## config.mk

```make
export PLATFORM = sky130hd
export DESIGN_NAME = instr_encoder_flat
export DESIGN_NICKNAME = d
export VERILOG_FILES = /design/src/rtl/instr_encoder_if.sv /design/src/rtl/instr_encoder.sv /design/src/flat_wrapper.sv
export SDC_FILE = /design/constraint.sdc
export NUM_CORES = 1
export LEC_CHECK = 0
export CORE_ASPECT_RATIO = 1.25
export CORE_MARGIN = 4
export CORE_UTILIZATION = 51
export CTS_CLUSTER_SIZE = 16
export DETAILED_ROUTE_END_ITERATION = 7
export PLACE_DENSITY = 0.81
export SYNTH_ARGS = -nofsm -noshare
export SYNTH_HDL_FRONTEND = slang
export SYNTH_SLANG_ARGS = --single-unit
```

## constraint.sdc

```tcl
create_clock -name clk -period 2.2 [get_ports clk]
set_input_delay 0.44 -clock clk [delete_from_list [all_inputs] [get_ports clk]]
set_output_delay 0.44 -clock clk [all_outputs]
set_load 0.005 [all_outputs]
```

## src/rtl/instr_encoder_if.sv

```systemverilog
// Bus bundle for instr_encoder: field-tuple input handshake and memory write port.
// slave is the encoder's view; master is the loader/memory-side view.
interface instr_encoder_if #(
  parameter int ADDR_W = 32
) ();
  logic              in_valid;
  logic              in_ready;
  logic [5:0]        in_opcode;
  logic [4:0]        in_rs;
  logic [4:0]        in_rt;
  logic [4:0]        in_rd;
  logic [4:0]        in_shamt;
  logic [5:0]        in_funct;
  logic [31:0]       in_imm;
  logic [25:0]       in_target;
  logic              mem_valid;
  logic              mem_ready;
  logic [ADDR_W-1:0] mem_addr;
  logic [31:0]       mem_wdata;

  modport slave (
    input  in_valid, in_opcode, in_rs, in_rt, in_rd, in_shamt, in_funct, in_imm, in_target,
    output in_ready,
    output mem_valid, mem_addr, mem_wdata,
    input  mem_ready
  );

  modport master (
    output in_valid, in_opcode, in_rs, in_rt, in_rd, in_shamt, in_funct, in_imm, in_target,
    input  in_ready,
    input  mem_valid, mem_addr, mem_wdata,
    output mem_ready
  );
endinterface

```

## src/rtl/instr_encoder.sv

```systemverilog
// Packs MIPS R/I/J fields into 32-bit words, queues them, and writes them to consecutive
// addresses. Optional ENC_RANGE_CHECK_EN rejects I-type immediates that do not fit 16 bits.
module instr_encoder #(
  parameter int                DEPTH     = 4,
  parameter int                ADDR_W    = 32,
  parameter logic [ADDR_W-1:0] BASE_ADDR = '0
) (
  input  logic                  clk,
  input  logic                  rst_n,
  instr_encoder_if.slave        bus,
  input  logic                  addr_clr,
  output logic [$clog2(DEPTH):0] count
`ifdef ENC_RANGE_CHECK_EN
  ,
  output logic                  err
`endif
);

  localparam int PTR_W = $clog2(DEPTH);
  localparam int CNT_W = PTR_W + 1;

  typedef enum logic [1:0] {FMT_R, FMT_I, FMT_J} fmt_e;

  fmt_e              w_fmt;
  logic [31:0]       w_word;
  logic              w_ready;
  logic              w_accept;
  logic              w_reject;
  logic              w_push;
  logic              w_pop;

  logic [31:0]       r_mem [DEPTH];
  logic [PTR_W-1:0]  r_wr_ptr;
  logic [PTR_W-1:0]  r_rd_ptr;
  logic [CNT_W-1:0]  r_count;
  logic [ADDR_W-1:0] r_addr;

  always_comb begin
    w_fmt = FMT_I;
    case (bus.in_opcode)
      6'h00:        w_fmt = FMT_R;
      6'h02, 6'h03: w_fmt = FMT_J;
      default:      w_fmt = FMT_I;
    endcase
  end

  always_comb begin
    w_word = '0;
    case (w_fmt)
      FMT_R:   w_word = {bus.in_opcode, bus.in_rs, bus.in_rt, bus.in_rd, bus.in_shamt, bus.in_funct};
      FMT_J:   w_word = {bus.in_opcode, bus.in_target};
      default: w_word = {bus.in_opcode, bus.in_rs, bus.in_rt, bus.in_imm[15:0]};
    endcase
  end

  // Ready looks only at registered occupancy, so a full FIFO refuses input even during a pop.
  assign w_ready  = (r_count < CNT_W'(DEPTH));
  assign w_accept = bus.in_valid && w_ready;

`ifdef ENC_RANGE_CHECK_EN
  logic r_err;

  assign w_reject = (w_fmt == FMT_I) && (bus.in_imm[31:16] != {16{bus.in_imm[15]}});
  assign err      = r_err;

  always_ff @(posedge clk or negedge rst_n) begin
    if (!rst_n) r_err <= 1'b0;
    else        r_err <= w_accept && w_reject;
  end
`else
  logic w_unused_imm;

  assign w_reject     = 1'b0;
  assign w_unused_imm = &{1'b0, bus.in_imm[31:16]};
`endif

  assign w_push = w_accept && !w_reject;
  assign w_pop  = (r_count != '0) && bus.mem_ready;

  // NOTE: storage is deliberately not reset; occupancy and pointers alone define valid data,
  // and the output mux below forces zero whenever the FIFO is empty.
  always_ff @(posedge clk) begin
    if (w_push) r_mem[r_wr_ptr] <= w_word;
  end

  // NOTE: all state uses non-blocking assignments so every register samples pre-edge values.
  always_ff @(posedge clk or negedge rst_n) begin
    if (!rst_n) begin
      r_wr_ptr <= '0;
      r_rd_ptr <= '0;
      r_count  <= '0;
      r_addr   <= BASE_ADDR;
    end else begin
      if (w_push) r_wr_ptr <= r_wr_ptr + PTR_W'(1);
      if (w_pop)  r_rd_ptr <= r_rd_ptr + PTR_W'(1);

      case ({w_push, w_pop})
        2'b10:   r_count <= r_count + CNT_W'(1);
        2'b01:   r_count <= r_count - CNT_W'(1);
        default: r_count <= r_count;
      endcase

      // Clear beats a same-cycle increment; the add wraps modulo 2^ADDR_W by design.
      if (addr_clr)   r_addr <= BASE_ADDR;
      else if (w_pop) r_addr <= r_addr + ADDR_W'(4);
    end
  end

  assign bus.in_ready  = w_ready;
  assign bus.mem_valid = (r_count != '0);
  assign bus.mem_wdata = (r_count != '0) ? r_mem[r_rd_ptr] : '0;
  assign bus.mem_addr  = r_addr;
  assign count         = r_count;

endmodule

```

## src/flat_wrapper.sv

```systemverilog
// flat-port wrapper written by rule: the top's interface ports become plain ports
module instr_encoder_flat 
#(
  parameter int                DEPTH     = 4,
  parameter int                ADDR_W    = 32,
  parameter logic [ADDR_W-1:0] BASE_ADDR = '0
)
  (clk, rst_n, addr_clr, count, bus_in_valid, bus_in_opcode, bus_in_rs, bus_in_rt, bus_in_rd, bus_in_shamt, bus_in_funct, bus_in_imm, bus_in_target, bus_in_ready, bus_mem_valid, bus_mem_addr, bus_mem_wdata, bus_mem_ready);
  instr_encoder_if #(.ADDR_W(ADDR_W)) bus_i ();
  input  logic clk;
  input  logic rst_n;
  input  logic addr_clr;
  output logic [$clog2(DEPTH):0] count;
  input wire logic [$bits(bus_i.in_valid)-1:0] bus_in_valid;
  input wire logic [$bits(bus_i.in_opcode)-1:0] bus_in_opcode;
  input wire logic [$bits(bus_i.in_rs)-1:0] bus_in_rs;
  input wire logic [$bits(bus_i.in_rt)-1:0] bus_in_rt;
  input wire logic [$bits(bus_i.in_rd)-1:0] bus_in_rd;
  input wire logic [$bits(bus_i.in_shamt)-1:0] bus_in_shamt;
  input wire logic [$bits(bus_i.in_funct)-1:0] bus_in_funct;
  input wire logic [$bits(bus_i.in_imm)-1:0] bus_in_imm;
  input wire logic [$bits(bus_i.in_target)-1:0] bus_in_target;
  output wire logic [$bits(bus_i.in_ready)-1:0] bus_in_ready;
  output wire logic [$bits(bus_i.mem_valid)-1:0] bus_mem_valid;
  output wire logic [$bits(bus_i.mem_addr)-1:0] bus_mem_addr;
  output wire logic [$bits(bus_i.mem_wdata)-1:0] bus_mem_wdata;
  input wire logic [$bits(bus_i.mem_ready)-1:0] bus_mem_ready;
  assign bus_i.in_valid = bus_in_valid;
  assign bus_i.in_opcode = bus_in_opcode;
  assign bus_i.in_rs = bus_in_rs;
  assign bus_i.in_rt = bus_in_rt;
  assign bus_i.in_rd = bus_in_rd;
  assign bus_i.in_shamt = bus_in_shamt;
  assign bus_i.in_funct = bus_in_funct;
  assign bus_i.in_imm = bus_in_imm;
  assign bus_i.in_target = bus_in_target;
  assign bus_in_ready = bus_i.in_ready;
  assign bus_mem_valid = bus_i.mem_valid;
  assign bus_mem_addr = bus_i.mem_addr;
  assign bus_mem_wdata = bus_i.mem_wdata;
  assign bus_i.mem_ready = bus_mem_ready;
  instr_encoder #(.DEPTH(DEPTH), .ADDR_W(ADDR_W), .BASE_ADDR(BASE_ADDR)) u_core (.clk(clk), .rst_n(rst_n), .bus(bus_i), .addr_clr(addr_clr), .count(count));
endmodule
```

==> flow_metrics.env <==
export IMPL_clk_pin_slew_ps=70
export IMPL_vdd_ir_drop_max_v=0.0008724
export IMPL_path_class="flip-flop to output pin"
export IMPL_reg2reg_setup_slack_ps=180
export IMPL_switching_share_pct=30.20
export IMPL_switchingPower_w=0.003326
export IMPL_crit_path_start_kind="flip-flop"
export IMPL_cts_hold_buf=0
export IMPL_path_delay_family="multiplexers"
export IMPL_finalWorstSetupSlack_ps=-187.8
export IMPL_cp_endpoint="bus_mem_wdata[2]"
export IMPL_status="complete, but fails checks"
export IMPL_ioPinCount=164
export IMPL_coreArea_sq_um=13930
export IMPL_cts_buffers=17
export IMPL_hold_viol_final=0
export IMPL_worst_slew_pin_slew_ps=537.7
export IMPL_root_buffer="clkbuf_16"
export IMPL_dr_pass1_iters=5
export IMPL_rsz0062_at_grt="yes"
export IMPL_wire_per_inst_um=21.25
export IMPL_internal_power_w=0.007686
export IMPL_wl_mm=18.28
export IMPL_syn_avg_cell_area_sq_um=14.99
export IMPL_drive_gt1_share_pct=28.32
export IMPL_numPlacedInstances=811
export IMPL_period_minus_slack_ps=2388
export IMPL_yosysWarningCount=0
export IMPL_rows=48
export IMPL_globalplace_congestion=0.8606
export IMPL_hp_class="primary input to asynchronous set/reset pin"
export IMPL_ys_seq_elements=165
export IMPL_crit_buf_inv=3
export IMPL_final_max_slew_viol_count=0
export IMPL_clk_path_buf_depth=2
export IMPL_antenna_left=0
export IMPL_powerDensity_nw_per_um2=1093
export IMPL_cts_tree="yes"
export IMPL_vias_per_cell=5.860
export IMPL_cts_sinks=165
export IMPL_p_seq_share_pct=36.3
export IMPL_area_growth_pct=38.02
export IMPL_crit_fanout=5
export IMPL_drc=0
export IMPL_r2r_end="u_core.bus.mem_addr[17]"
export IMPL_dieArea_sq_um=16300
export IMPL_nets=774
export IMPL_utilization_pct=72.31
export IMPL_clockPowerShare_pct=26.5
export IMPL_cts_htree_levels=4
export IMPL_ys_seq_area_share_pct=65.34
export IMPL_min_period_over_period_pct=108.5
export IMPL_endpoint_kind="output pin"
export IMPL_maxCapViolCount=0
export IMPL_dp_hpwl_mm=11.25
export IMPL_syn_area_sq_um=7300
export IMPL_crit_slowest_cell="mux4_2"
export IMPL_clk_latency_ps=430
export IMPL_violations="setup timing"
export IMPL_required_ps=1760
export IMPL_grt_overflow=0
export IMPL_start_util_pct=52.39
export IMPL_r2r_cells=7
export IMPL_crit_cells=5
export IMPL_antenna_found_initial=0
export IMPL_cpPeakStageDelay_ps=520
export IMPL_diodes=0
export IMPL_max_freq_ghz=0.4188
export IMPL_fin_cells=860
export IMPL_holdWs_ps=442.2
export IMPL_num_vias=5040
export IMPL_grt_pass1_wl_mm=28.88
export IMPL_pwr_share_comb_pct=37.2
export IMPL_drtIter0Drc=483
export IMPL_grt_start_max_net_pins=38
export IMPL_total_leakage_power_nw=3.749
export IMPL_cp_arrival_ps=1950
export IMPL_n_fill_cell=904
export IMPL_synth_cell_types=40
export IMPL_p_total_w=0.01101
export IMPL_finClkSkew_ps=12.34
export IMPL_die_x_um=115.0
export IMPL_cp_startpoint="u_core.r_rd_ptr[0]"
export IMPL_max_slew_margin_rel_pct=64.05
export IMPL_port_buffers=145
export IMPL_timing_rr_start="u_core.count[2]"
export IMPL_synth_cells=487
export IMPL_grt_pass1_vias=5303
export IMPL_grt_usage_pct=23.37
export IMPL_crit_chain="buf_6, buf_12, mux4_2, nor2b_4, buf_2"
export IMPL_finalSetupViolations=32
export IMPL_fp_dieH_um=141.8
-- cell usage after synthesis (all sizes together) --
master / instances / area (sq um)
o2111ai: 1 / 8.760
nor2: 14 / 52.55
nor3b: 1 / 12.51
mux2i: 2 / 20.02
and2: 9 / 56.30
nor4: 4 / 25.02
mux4: 32 / 720.7
inv: 11 / 41.29
o211ai: 2 / 20.02
edfxtp: 128 / 3844
xnor2: 5 / 43.79
conb: 1 / 3.750
and3: 1 / 6.260
or3: 6 / 37.54
dfrtp: 37 / 925.9
a22oi: 16 / 120.1
o21ai: 10 / 50.04
nor2b: 35 / 219.0
o31ai: 11 / 82.58
clkbuf: 18 / 67.56
nand3: 7 / 35.03
nand2: 42 / 157.7
and4: 5 / 43.79
a21oi: 18 / 90.09
o31a: 1 / 8.760
buf: 16 / 98.84
xor2: 9 / 78.83
fa: 1 / 20.02
nand4: 12 / 90.09
nor3: 1 / 5.000
or4: 11 / 82.58
or4b: 1 / 10.01
mux2: 13 / 146.4
ha: 6 / 75.07
-- how the worst min path moves through the flow --
stage                             from                 endpoint  cells after the start
2_1_floorplan                    rst_n  u_core.bus.mem_addr[10]                      0
3_3_place_gp   u_core.bus.mem_addr[18]  u_core.bus.mem_addr[18]                      2
3_5_place_dp   u_core.bus.mem_addr[22]  u_core.bus.mem_addr[22]                      2
4_1_cts                          rst_n  u_core.bus.mem_addr[19]                      2
5_1_grt                          rst_n  u_core.bus.mem_addr[25]                      2
6_report                         rst_n  u_core.bus.mem_addr[19]                      2
-- cell usage in the layout, fill, tap and decap left out, types with 11 or more instances in the layout --
cell and instances:
a21oi_1 18, clkdlybuf4s50_1 112, nand2_1 42, buf_12 13
nand4_1 11, nor2b_4 19, nor2b_1 15, inv_1 11
o31ai_1 11, clkbuf_16 17, buf_6 13, mux4_2 32
mux2_2 13, buf_2 19, dfrtp_1 33, a22oi_1 16
nor2_1 14, edfxtp_1 128, or4_1 11, buf_4 34
-- metrics by stage --
stage	TNS, ps	area [sq um]	setup slack [ps]
global placement	-5226	9234	-91.61
global route	-5796	10070	-251.0
finish	-3500	10070	-187.8
CTS	-7730	10100	-296.0
floorplan	0	7303	137.9
detailed placement	-7725	9234	-127.1
-- state kept, by name (all words and copies together) (netlist names) --
signal and cells:
u_core.bus.mem_addr 30, u_core.count 3, u_core.r_mem 128, u_core.r_rd_ptr 2, u_core.r_wr_ptr 2
-- what timing repair did --
action	4_1_cts	5_1_grt
setup buffers	18	3
gates cloned	5	0
endpoints found under the setup margin	33	33
pin swaps	1	1
gates resized for setup	144	39
-- layer usage --
layer / vias to the layer above / share of wire (%) / wire length, um / GRT usage, %
met1: 2505 / 37 / 6846 / 29.28
met2: 271 / 53 / 9636 / 39.51
met3: 28 / 7.7 / 1400 / 5.375
met4: 0 / 2.2 / 397 / 8.838
met5: - / 0 / 0 / 0
li1: 2236 / - / - / -
-- cell type report --
type | instances | area [sq um] | area share [%]
Timing Repair Buffer | 199 | 1964 | 19.50
Clock buffer | 17 | 425.4 | 4.223
Sequential cell | 165 | 4775 | 47.39
Multi-Input combinational cell | 278 | 2487 | 24.69
Clock inverter | 15 | 162.7 | 1.614
Tap cell | 175 | 219.0 | 2.173
Inverter | 11 | 41.29 | 0.4098
-- logic make-up after synthesis --
family / after synthesis / synth area share [%]
AOI/OAI and AO/OA: 59 / 5.211
DFF: 165 / 65.34
other: 1 / 0.05137
buffers and inverters: 45 / 2.845
adders and majority gates: 7 / 1.303
xor gates and xnor gates: 14 / 1.680
and+or+nand+nor: 149 / 11.42
muxes: 47 / 12.15
-- power groups by stage --
| stage | registers (W) | logic [W] | clock network (W) |
|---|---|---|---|
| CTS | 0.00398 | 0.00415 | 0.00295 |
| global route | 0.00402 | 0.00441 | 0.00311 |
| detailed placement | 0.00404 | 0.00360 | 0 |
| floorplan | 0.00398 | 0.00175 | 0 |
| global placement | 0.00400 | 0.00354 | 0 |
| finish | 0.00399 | 0.00409 | 0.00292 |
Power figures use the tool's default switching activity.
